**config.mk**
```make
export PLATFORM = sky130hd
export DESIGN_NAME = cam_pwr_seq
export DESIGN_NICKNAME = d
export VERILOG_FILES = /design/src/rtl/cam_pwr_seq_pkg.sv /design/src/rtl/cam_pwr_seq_tick_timer.sv /design/src/rtl/cam_pwr_seq.sv
export SDC_FILE = /design/constraint.sdc
export NUM_CORES = 1
export LEC_CHECK = 0
export CORE_ASPECT_RATIO = 1.75
export CORE_MARGIN = 2
export CORE_UTILIZATION = 50
export CTS_BUF_LIST = sky130_fd_sc_hd__clkbuf_4 sky130_fd_sc_hd__clkbuf_8
export DETAILED_ROUTE_END_ITERATION = 10
export GPL_ROUTABILITY_DRIVEN = 0
export PLACE_DENSITY_LB_ADDON = 0.3
export REMOVE_ABC_BUFFERS = 1
export SYNTH_ARGS = -nofsm -noshare
export SYNTH_HDL_FRONTEND = slang
export SYNTH_HIERARCHICAL = 1
export SYNTH_SLANG_ARGS = --single-unit
```
**constraint.sdc**
```tcl
create_clock -name clk_100 -period 3.7 [get_ports clk_100]
set_input_delay 0.74 -clock clk_100 [delete_from_list [all_inputs] [get_ports clk_100]]
set_output_delay 0.74 -clock clk_100 [all_outputs]
set_load 0.01 [all_outputs]
```
**src/rtl/cam_pwr_seq_pkg.sv**
```systemverilog
// Shared types and timing constants for the camera power / I2C bring-up sequencer.
package cam_pwr_seq_pkg;

    // The strobe is clk_100 divided by NUM_CLK_FOR_400kHZ, so one second is STROBE_HZ ticks.
    localparam int NUM_CLK_FOR_400kHZ = 250;
    localparam int STROBE_HZ          = 100_000_000 / NUM_CLK_FOR_400kHZ;

    localparam int CAM_TICK_W    = 20;
    localparam int CAM_T_PWR     = 2 * STROBE_HZ;
    localparam int CAM_T_I2C     = STROBE_HZ;
    localparam int CAM_T_TMO     = STROBE_HZ;
    localparam int CAM_T_OFF     = STROBE_HZ / 2;
    localparam int CAM_MAX_RETRY = 3;

    typedef enum logic [2:0] {
        ST_IDLE     = 3'd0,
        ST_PWR_WAIT = 3'd1,
        ST_I2C_WAIT = 3'd2,
        ST_INIT     = 3'd3,
        ST_RUN      = 3'd4,
        ST_BACKOFF  = 3'd5,
        ST_FAIL     = 3'd6
    } cam_seq_state_t;

    typedef logic [CAM_TICK_W-1:0] cam_tick_t;

    typedef struct packed {
        logic cam_en;
        logic i2c_areset_n;
        logic ready;
        logic fail;
    } cam_out_t;

    // All-zero is the IDLE/reset output pattern.
    function automatic cam_out_t cam_decode(cam_seq_state_t st);
        cam_out_t o;
        o = '0;
        case (st)
            ST_PWR_WAIT: o.cam_en = 1'b1;
            ST_I2C_WAIT,
            ST_INIT: begin
                o.cam_en       = 1'b1;
                o.i2c_areset_n = 1'b1;
            end
            ST_RUN: begin
                o.cam_en       = 1'b1;
                o.i2c_areset_n = 1'b1;
                o.ready        = 1'b1;
            end
            ST_FAIL: o.fail = 1'b1;
            default: ;
        endcase
        return o;
    endfunction

endpackage

```
**src/rtl/cam_pwr_seq_tick_timer.sv**
```systemverilog
// Strobe-gated dwell counter shared by all timed states; expire fires on the strobe
// that completes the dwell, i.e. while the count equals the programmed last value.
module seq_tick_timer
    import cam_pwr_seq_pkg::*;
#(
    parameter int TICK_W = CAM_TICK_W
) (
    input  logic              clk_100,
    input  logic              srst0,
    input  logic              strobe,
    input  logic              en,
    input  logic              clr,
    input  logic [TICK_W-1:0] last,
    output logic              expire
);

    logic [TICK_W-1:0] cnt_q;
    logic [TICK_W-1:0] cnt_d;

    // NOTE: every always_comb output gets a default first so no path can infer a latch.
    always_comb begin
        cnt_d = cnt_q;
        if (clr) begin
            cnt_d = '0;
        end else if (en && strobe) begin
            cnt_d = cnt_q + 1'b1;
        end
    end

    // NOTE: state flops use <= so every flop samples pre-edge values regardless of block order.
    always_ff @(posedge clk_100 or posedge srst0) begin
        if (srst0) begin
            cnt_q <= '0;
        end else begin
            cnt_q <= cnt_d;
        end
    end

    assign expire = en && strobe && (cnt_q == last);

endmodule

```
**src/rtl/cam_pwr_seq.sv**
```systemverilog
// Camera power-up and I2C-master bring-up sequencer with power-cycle retry and sticky fail.
module cam_pwr_seq
    import cam_pwr_seq_pkg::*;
#(
    parameter int T_PWR_TICKS = CAM_T_PWR,
    parameter int T_I2C_TICKS = CAM_T_I2C,
    parameter int T_INIT_TMO  = CAM_T_TMO,
    parameter int T_OFF_TICKS = CAM_T_OFF,
    parameter int MAX_RETRY   = CAM_MAX_RETRY,
    parameter int TICK_W      = CAM_TICK_W
) (
    input  logic       clk_100,
    input  logic       srst0,
    input  logic       strobe_400kHz,
    input  logic       start,
    input  logic       i2c_done,
    input  logic       i2c_err,
    output logic       cam_en,
    output logic       i2c_areset_n,
    output logic       ready,
    output logic       fail,
    output logic [1:0] retry_cnt,
    output logic [2:0] state_o
);

    localparam logic [TICK_W-1:0] LAST_PWR  = TICK_W'(T_PWR_TICKS - 1);
    localparam logic [TICK_W-1:0] LAST_I2C  = TICK_W'(T_I2C_TICKS - 1);
    localparam logic [TICK_W-1:0] LAST_TMO  = TICK_W'(T_INIT_TMO - 1);
    localparam logic [TICK_W-1:0] LAST_OFF  = TICK_W'(T_OFF_TICKS - 1);
    localparam logic [1:0]        RETRY_MAX = 2'(MAX_RETRY);

    cam_seq_state_t    state_q;
    cam_seq_state_t    state_d;
    logic [1:0]        retry_cnt_q;
    logic [1:0]        retry_cnt_d;
    cam_out_t          out_q;
    cam_out_t          out_d;

    logic              tmr_en;
    logic              tmr_clr;
    logic              tmr_expire;
    logic [TICK_W-1:0] tmr_last;

    seq_tick_timer #(
        .TICK_W (TICK_W)
    ) u_timer (
        .clk_100 (clk_100),
        .srst0   (srst0),
        .strobe  (strobe_400kHz),
        .en      (tmr_en),
        .clr     (tmr_clr),
        .last    (tmr_last),
        .expire  (tmr_expire)
    );

    always_comb begin
        tmr_en   = 1'b1;
        tmr_last = '0;
        case (state_q)
            ST_PWR_WAIT: tmr_last = LAST_PWR;
            ST_I2C_WAIT: tmr_last = LAST_I2C;
            ST_INIT:     tmr_last = LAST_TMO;
            ST_BACKOFF:  tmr_last = LAST_OFF;
            default:     tmr_en   = 1'b0;
        endcase
    end

    always_comb begin
        state_d     = state_q;
        retry_cnt_d = retry_cnt_q;
        if (!start) begin
            state_d = ST_IDLE;
        end else begin
            case (state_q)
                ST_IDLE:     state_d = ST_PWR_WAIT;
                ST_PWR_WAIT: if (tmr_expire) state_d = ST_I2C_WAIT;
                ST_I2C_WAIT: if (tmr_expire) state_d = ST_INIT;
                ST_INIT: begin
                    // Error beats done, done beats a coincident timeout.
                    if (i2c_err || (tmr_expire && !i2c_done)) begin
                        if (retry_cnt_q < RETRY_MAX) begin
                            state_d     = ST_BACKOFF;
                            retry_cnt_d = retry_cnt_q + 2'd1;
                        end else begin
                            state_d = ST_FAIL;
                        end
                    end else if (i2c_done) begin
                        state_d = ST_RUN;
                    end
                end
                ST_RUN:      state_d = ST_RUN;
                ST_BACKOFF:  if (tmr_expire) state_d = ST_PWR_WAIT;
                ST_FAIL:     state_d = ST_FAIL;
                default:     state_d = ST_IDLE;
            endcase
        end
        if (state_d == ST_IDLE) begin
            retry_cnt_d = '0;
        end
    end

    // Outputs are decoded from the next state so they switch on the same edge as the state.
    assign out_d   = cam_decode(state_d);
    assign tmr_clr = (state_d != state_q);

    always_ff @(posedge clk_100 or posedge srst0) begin
        if (srst0) begin
            state_q     <= ST_IDLE;
            retry_cnt_q <= '0;
            out_q       <= '0;
        end else begin
            state_q     <= state_d;
            retry_cnt_q <= retry_cnt_d;
            out_q       <= out_d;
        end
    end

    assign cam_en       = out_q.cam_en;
    assign i2c_areset_n = out_q.i2c_areset_n;
    assign ready        = out_q.ready;
    assign fail         = out_q.fail;
    assign retry_cnt    = retry_cnt_q;
    assign state_o      = state_q;

endmodule

```
==> results of run 1 <==
-- Yosys cell counts (2+ instances only) --
| master | number | area, sq um |
|---|---|---|
| xor2_1 | 26 | 228 |
| ha_1 | 2 | 25.0 |
| dfrtp_1 | 29 | 726 |
| o211ai_1 | 2 | 15.0 |
| nor3_1 | 2 | 10.0 |
| and2_1 | 3 | 18.8 |
| a21oi_1 | 14 | 70.1 |
| nor2b_1 | 4 | 25.0 |
| nor2_1 | 16 | 60.1 |
| nand3_1 | 9 | 45.0 |
| inv_1 | 8 | 30.0 |
| nand2_1 | 9 | 33.8 |
| nand2b_1 | 3 | 18.8 |
| xnor2_1 | 5 | 43.8 |
| o21ba_2 | 2 | 20.0 |
| buf_2 | 3 | 15.0 |
| o21ai_0 | 11 | 55.1 |
| and4_1 | 5 | 43.8 |
| nor4_1 | 4 | 25.0 |
| buf_4 | 3 | 22.5 |
| clkbuf_1 | 2 | 7.51 |
| nand4_1 | 8 | 50.1 |
| o22ai_1 | 2 | 12.5 |
| or3_1 | 9 | 56.3 |
-- worst reg2reg max path: stages, from the launching register on --
cell and delay, ns:
dfrtp_1 0.44, nor2b_1 0.20, and2_1 0.21, or2_2 0.33, xor2_1 0.15, nor4_1 0.25, nand4_1 0.12, nor4_1 0.29
buf_4 0.20, or2b_1 0.23, a21oi_1 0.20, a211oi_1 0.13, o22ai_1 0.19, buf_4 0.27, nor2_1 0.09
-- metal layers --
metal | part of all wire | track usage | up-vias
met1 | 0.38 | 0.222 | 717
met5 | 0 | 0 | -
met2 | 0.55 | 0.388 | 33
met3 | 0.028 | 0.0445 | 15
li1 | - | - | 748
met4 | 0.048 | 0.144 | 0
-- kinds of logic (layout without fill, tap and decap cells) --
group           count (synthesis)  count (layout)  share of synthesized area
simple gates                   81              81                      0.259
compound gates                 40              40                      0.137
xor+xnor                       31              31                      0.146
flops                          29              29                      0.391
buf+inv                        17              35                     0.0465
fa+ha+maj                       2               2                     0.0135
other cells                     1               2                    0.00202
mux                             1               1                    0.00539
-- report_power, final --
part | internal [mW] | switching, mW | total, mW
Sequential | 0.320 | 0.00316 | 0.323
Combinational | 0.0205 | 0.0331 | 0.0536
Clock | 0.227 | 0.121 | 0.347
Total | 0.567 | 0.157 | 0.724
-- worst paths after layout --
check | cells after the start | start | slack (ns) | endpoint
setup / recovery | 14 | state_o[0]$_DFF_PP0_ | 0.29 | u_timer/cnt_q[0]$_DFFE_PP0P_
hold / removal | 2 | retry_cnt[1]$_DFFE_PP0P_ | 0.56 | retry_cnt[1]$_DFFE_PP0P_
setup reg to reg | 14 | state_o[0]$_DFF_PP0_ | 0.29 | u_timer/cnt_q[0]$_DFFE_PP0P_
hold reg to reg | 2 | retry_cnt[1]$_DFFE_PP0P_ | 0.56 | retry_cnt[1]$_DFFE_PP0P_
max in group asynchronous | 2 | srst0 | 2.29 | u_timer/cnt_q[19]$_DFFE_PP0P_
min in group asynchronous | 2 | srst0 | 0.77 | retry_cnt[0]$_DFFE_PP0P_
-- per-stage QoR --
step           hold slack, ns  TNS (ns)  instances  total power [mW]
4_1_cts                 0.568         0        267             0.727
5_1_grt                 0.606         0        267             0.751
6_report                0.564         0        267             0.724
3_3_place_gp            0.542         0        259             0.382
2_1_floorplan           0.537     -5.55        194             0.360
3_5_place_dp            0.552         0        259             0.382
-- registers in the layout (all words and copies together), names as in the netlist --
signal	count
u_timer/cnt_q	20
state_o	3
i2c_areset_n	1
retry_cnt	2
ready	1
cam_en	1
fail	1
-- final cells by class --
type	count	area, sq um
fillers	300	1430
multi-input cells	157	1050
flip-flops and latches	29	726
repair buffers	19	178
clock buffers	7	90.1
well taps	46	57.6
clock inverters	1	30.0
inverters	8	30.0
==> impl_metrics.json, run 1 <==
{
  "fin_nets": 228,
  "firstDrtPassIters": 4,
  "placed_cell_area_sq_um": 2040,
  "max_slew_margin": 0.493,
  "wl_um": 4100,
  "fp-row-count": 29,
  "synth_seq_area_share": 0.391,
  "ys_ff_latch": 29,
  "drtIter0Drc": 47,
  "ant_nets": 0,
  "grt_use_total": 0.219,
  "endpoint_kind": "flip-flop",
  "die_w_um": 50.1,
  "setup_violations": 0,
  "crit_family": "simple AND/OR/NAND/NOR gates",
  "final_common_cell": "dfrtp_1",
  "initial_core_util": 0.517,
  "cts_setup_buffers": 0,
  "critPathRequiredTime_ns": 3.86,
  "syn_to_final_growth_pct": 16.3,
  "fin_crit_sh": 0.922,
  "hpwl_um": 3070,
  "final.setup.worst_slack_ns": 0.289,
  "root_buffer": "clkbuf_8",
  "crit_buf_inv": 2,
  "worstPathMaxFanout": 20,
  "final_util": 0.602,
  "die_area_sq_um": 4240,
  "skew_ns": 0.00817,
  "drv_slew": 0,
  "maxCapViolations": 0,
  "hold_path.class": "flip-flop to flip-flop",
  "grt_pass1_vias": 1562,
  "grt_max_degree": 21,
  "period_needed_ns": 3.41,
  "numCtsBuffers": 5,
  "netlist_area_sq_um": 1860,
  "overflow": 0,
  "finalInstanceArea_sq_um": 2160,
  "leakage_nw": 0.966,
  "vias_per_cell": 5.67,
  "die_h_um": 84.6,
  "postCtsHoldBufs": 0,
  "placeableCoreArea_sq_um": 3590,
  "ys_async_sr_fraction": 1.00,
  "max_slew.worst_pin.slew_ns": 0.760,
  "synth_ff_type": "dfrtp_1",
  "cts-resized-gates": 0,
  "synth_edf_count": 0,
  "clkTransAtPathRegs_ns": 0.06,
  "power.density_nw_per_um2": 335,
  "grt_pass1_wl_um": 7020,
  "syn_avg_cell_area_sq_um": 9.20,
  "worstSetupPathType": "flip-flop to flip-flop",
  "clockBufferDepth": 2,
  "critPathArrivalTime_ns": 3.57,
  "io_buffers": 14,
  "crit_chain": "nor2b_1 -> and2_1 -> or2_2 -> xor2_1 -> nor4_1 -> nand4_1 -> nor4_1 -> buf_4 -> or2b_1 -> a21oi_1 -> a211oi_1 -> o22ai_1 -> buf_4 -> nor2_1",
  "hold_violations": 0,
  "clock_latency_ns": 0.28,
  "slowest_delay_ns": 0.44,
  "drcViolationCount": 0,
  "start_kind": "flip-flop",
  "wl_per_cell_um": 15.4,
  "antenna_found_initial": 0,
  "vias": 1513,
  "drive_above_1_share": 0.0950,
  "cp_slowest_cell": "dfrtp_1",
  "dpl_worst_slack_ns": 0.351,
  "status": "complete, no violations",
  "cts_tree": "built",
  "final_cell_mix": "29 x dfrtp_1, 26 x xor2_1, 16 x nor2_1",
  "clock_sinks": 29,
  "yosysUniqueCellTypes": 45,
  "num_io_pins": 15,
  "htree_levels": 2,
  "ir_drop_v": 0.000275,
  "syn_inst": 202,
  "ys_warn_count": 6,
  "diodes": 0,
  "grt_setup_unrepaired": "false",
  "fmax_mhz": 293
}
(Power assumes the default switching activity.)
==> run 2: changes to the inputs <==
--- a/config.mk
+++ b/config.mk
@@ -12,7 +12,6 @@
 export DETAILED_ROUTE_END_ITERATION = 10
 export GPL_ROUTABILITY_DRIVEN = 0
 export PLACE_DENSITY_LB_ADDON = 0.3
-export REMOVE_ABC_BUFFERS = 1
 export SYNTH_ARGS = -nofsm -noshare
 export SYNTH_HDL_FRONTEND = slang
 export SYNTH_HIERARCHICAL = 1
==> run 2 against run 1 <==
First-iteration DRC count is 57% lower. Sequential share of layout area is 0.31 points higher. Worst hold slack better by 0.0071 ns. Final cell count stayed put. Via count is 2.0% higher. Combinational power is 1% lower. Utilization is 0.56 points lower. Power is 10% lower. Critical path type unchanged. Critical endpoint is now u_timer/cnt_q[1]$_DFFE_PP0P_. Largest cell class unchanged. Largest power group is now sequential cells. Highest routed layer unchanged.
==> impl_metrics.json, run 2 (synthesis gave the netlist of run 1 again) <==
{
  "switching_power_mw": 0.159,
  "start_kind": "flip-flop",
  "drcViolationCount": 0,
  "clock_sinks": 29,
  "crit_chain": "nor2b_1 -> and2_1 -> or2_2 -> xor2_1 -> nor4_1 -> nand4_1 -> nor4_1 -> buf_4 -> or2b_1 -> a21oi_1 -> a211oi_1 -> o22ai_1 -> buf_4 -> a21oi_1",
  "fillers": 313,
  "drive_above_1_share": 0.0995,
  "status": "complete, no violations",
  "setup_violations": 0,
  "critPathArrivalTime_ns": 3.61,
  "skew_ns": 0.00717,
  "fin_nets": 228,
  "r2r_start": "state_o[0]$_DFF_PP0_",
  "grt_pass1_wl_um": 6990,
  "clkTransAtPathRegs_ns": 0.06,
  "num_io_pins": 15,
  "numCtsBuffers": 5,
  "maxCapViolations": 0,
  "root_buffer": "clkbuf_8",
  "drtIter0Drc": 20,
  "p_comb_frac": 0.082,
  "largest_reg_flops": 20,
  "regMostFlops": "u_timer/cnt_q",
  "wl_um": 4230,
  "initial_core_util": 0.517,
  "fmax_mhz": 290,
  "worstSetupPathType": "flip-flop to flip-flop",
  "fp-row-count": 29,
  "period_needed_ns": 3.45,
  "max_slew_margin": 0.473,
  "r2r_slack_ns": 0.25,
  "crit_end": "u_timer/cnt_q[1]$_DFFE_PP0P_",
  "ir_drop_v": 0.000213,
  "worstPathMaxFanout": 20,
  "final_util": 0.596,
  "final_common_cell": "dfrtp_1",
  "vias_per_cell": 5.78,
  "ant_nets": 0,
  "cts_tree": "built",
  "die_area_sq_um": 4240,
  "placeableCoreArea_sq_um": 3590,
  "grt_use_total": 0.222,
  "r2r_end": "u_timer/cnt_q[1]$_DFFE_PP0P_",
  "firstDrtPassIters": 5,
  "crit_buf_inv": 2,
  "slowest_delay_ns": 0.46,
  "hold_path.class": "flip-flop to flip-flop",
  "grt_max_degree": 21,
  "reg2reg_depth": 14,
  "p_clk_frac": 0.420,
  "overflow": 0,
  "whs_path_depth": 2,
  "p_sw_frac": 0.245,
  "power.internal_mw": 0.491,
  "syn_to_final_growth_pct": 15.2,
  "die_w_um": 50.1,
  "seqPwrFrac": 0.498,
  "crit_cells": 14,
  "crit_family": "simple AND/OR/NAND/NOR gates",
  "drv_slew": 0,
  "power.density_nw_per_um2": 303,
  "max_slew.worst_pin.slew_ns": 0.789,
  "htree_levels": 2,
  "grt_pass1_vias": 1517,
  "postCtsHoldBufs": 0,
  "p_total_mw": 0.649,
  "endpoint_kind": "flip-flop",
  "final_cell_mix": "29 x dfrtp_1, 26 x xor2_1, 16 x nor2_1",
  "clockBufferDepth": 2,
  "vias": 1543,
  "hold_violations": 0,
  "diodes": 0,
  "crit_path_start": "state_o[0]$_DFF_PP0_",
  "cp_slowest_cell": "dfrtp_1",
  "hpwl_um": 3150,
  "setup_tns_ns": 0,
  "io_buffers": 14,
  "leakage_nw": 0.955,
  "clock_latency_ns": 0.29,
  "critPathRequiredTime_ns": 3.86,
  "grt_setup_unrepaired": "false",
  "die_h_um": 84.6,
  "antenna_found_initial": 0,
  "wl_per_cell_um": 15.8,
  "fin_crit_sh": 0.931
}
-- run 2: cell count changes in the layout (fill, tap and decap cells not counted), sizes merged --
| cell | change |
|---|---|
| bufinv | -1 |
| clkbuf | -1 |
| clkinv | +2 |
-- run 2: how the worst min path moves through the flow --
| stage | start | end |
|---|---|---|
| 3_5_place_dp | retry_cnt[1]$_DFFE_PP0P_ | retry_cnt[1]$_DFFE_PP0P_ |
| 6_report | retry_cnt[1]$_DFFE_PP0P_ | retry_cnt[1]$_DFFE_PP0P_ |
| 5_1_grt | u_timer/cnt_q[19]$_DFFE_PP0P_ | u_timer/cnt_q[19]$_DFFE_PP0P_ |
| 2_1_floorplan | u_timer/cnt_q[6]$_DFFE_PP0P_ | u_timer/cnt_q[6]$_DFFE_PP0P_ |
| 4_1_cts | retry_cnt[1]$_DFFE_PP0P_ | retry_cnt[1]$_DFFE_PP0P_ |
| 3_3_place_gp | retry_cnt[1]$_DFFE_PP0P_ | retry_cnt[1]$_DFFE_PP0P_ |
-- run 2: final cells by class --
class | count | area [sq um] | area share
Multi-Input combinational cell | 157 | 1050 | 0.492
Clock buffer | 6 | 82.6 | 0.0386
Timing Repair Buffer | 19 | 178 | 0.0830
Inverter | 8 | 30.0 | 0.0140
Sequential cell | 29 | 726 | 0.339
Tap cell | 46 | 57.6 | 0.0269
Clock inverter | 2 | 13.8 | 0.00643
-- run 2: power groups by stage --
stage	logic, mW	registers, mW	clock network, mW
after floorplan	0.0333	0.328	0
after global placement	0.0527	0.329	0
after detailed placement	0.0531	0.329	0
after CTS	0.0533	0.323	0.283
after global routing	0.0591	0.324	0.297
final	0.0530	0.323	0.273
-- run 2: layer usage --
| layer | global-route usage | share of wire | vias up |
|---|---|---|---|
| li1 | - | - | 752 |
| met1 | 0.214 | 0.37 | 749 |
| met2 | 0.408 | 0.57 | 30 |
| met3 | 0.0391 | 0.021 | 12 |
| met4 | 0.149 | 0.039 | 0 |
| met5 | 0 | 0 | - |
-- run 2: per-stage QoR --
stage               hold slack (ns)  cell area (sq um)  cells  setup WS [ns]
floorplan                     0.537               1860    203          0.375
CTS                           0.568               2140    267          0.286
global route                  0.583               2140    267         0.0355
detailed placement            0.552               2040    259          0.307
finish                        0.571               2140    267          0.254
global placement              0.535               2040    259          0.334
-- run 2: timing repair --
item / CTS / global route
buffers inserted: 0 / 0
resized for setup: 0 / 1
setup endpoints to repair: 0 / 1
-- run 2: worst reg2reg max path: cells and delay by family (launching register included) --
kind                      cells  cell delay (ns)
and+or+nand+nor               7             1.72
AOI/OAI and AO/OA             4             0.54
DFF                           1             0.46
buffers and inverters         2             0.46
xor gates and xnor gates      1             0.15
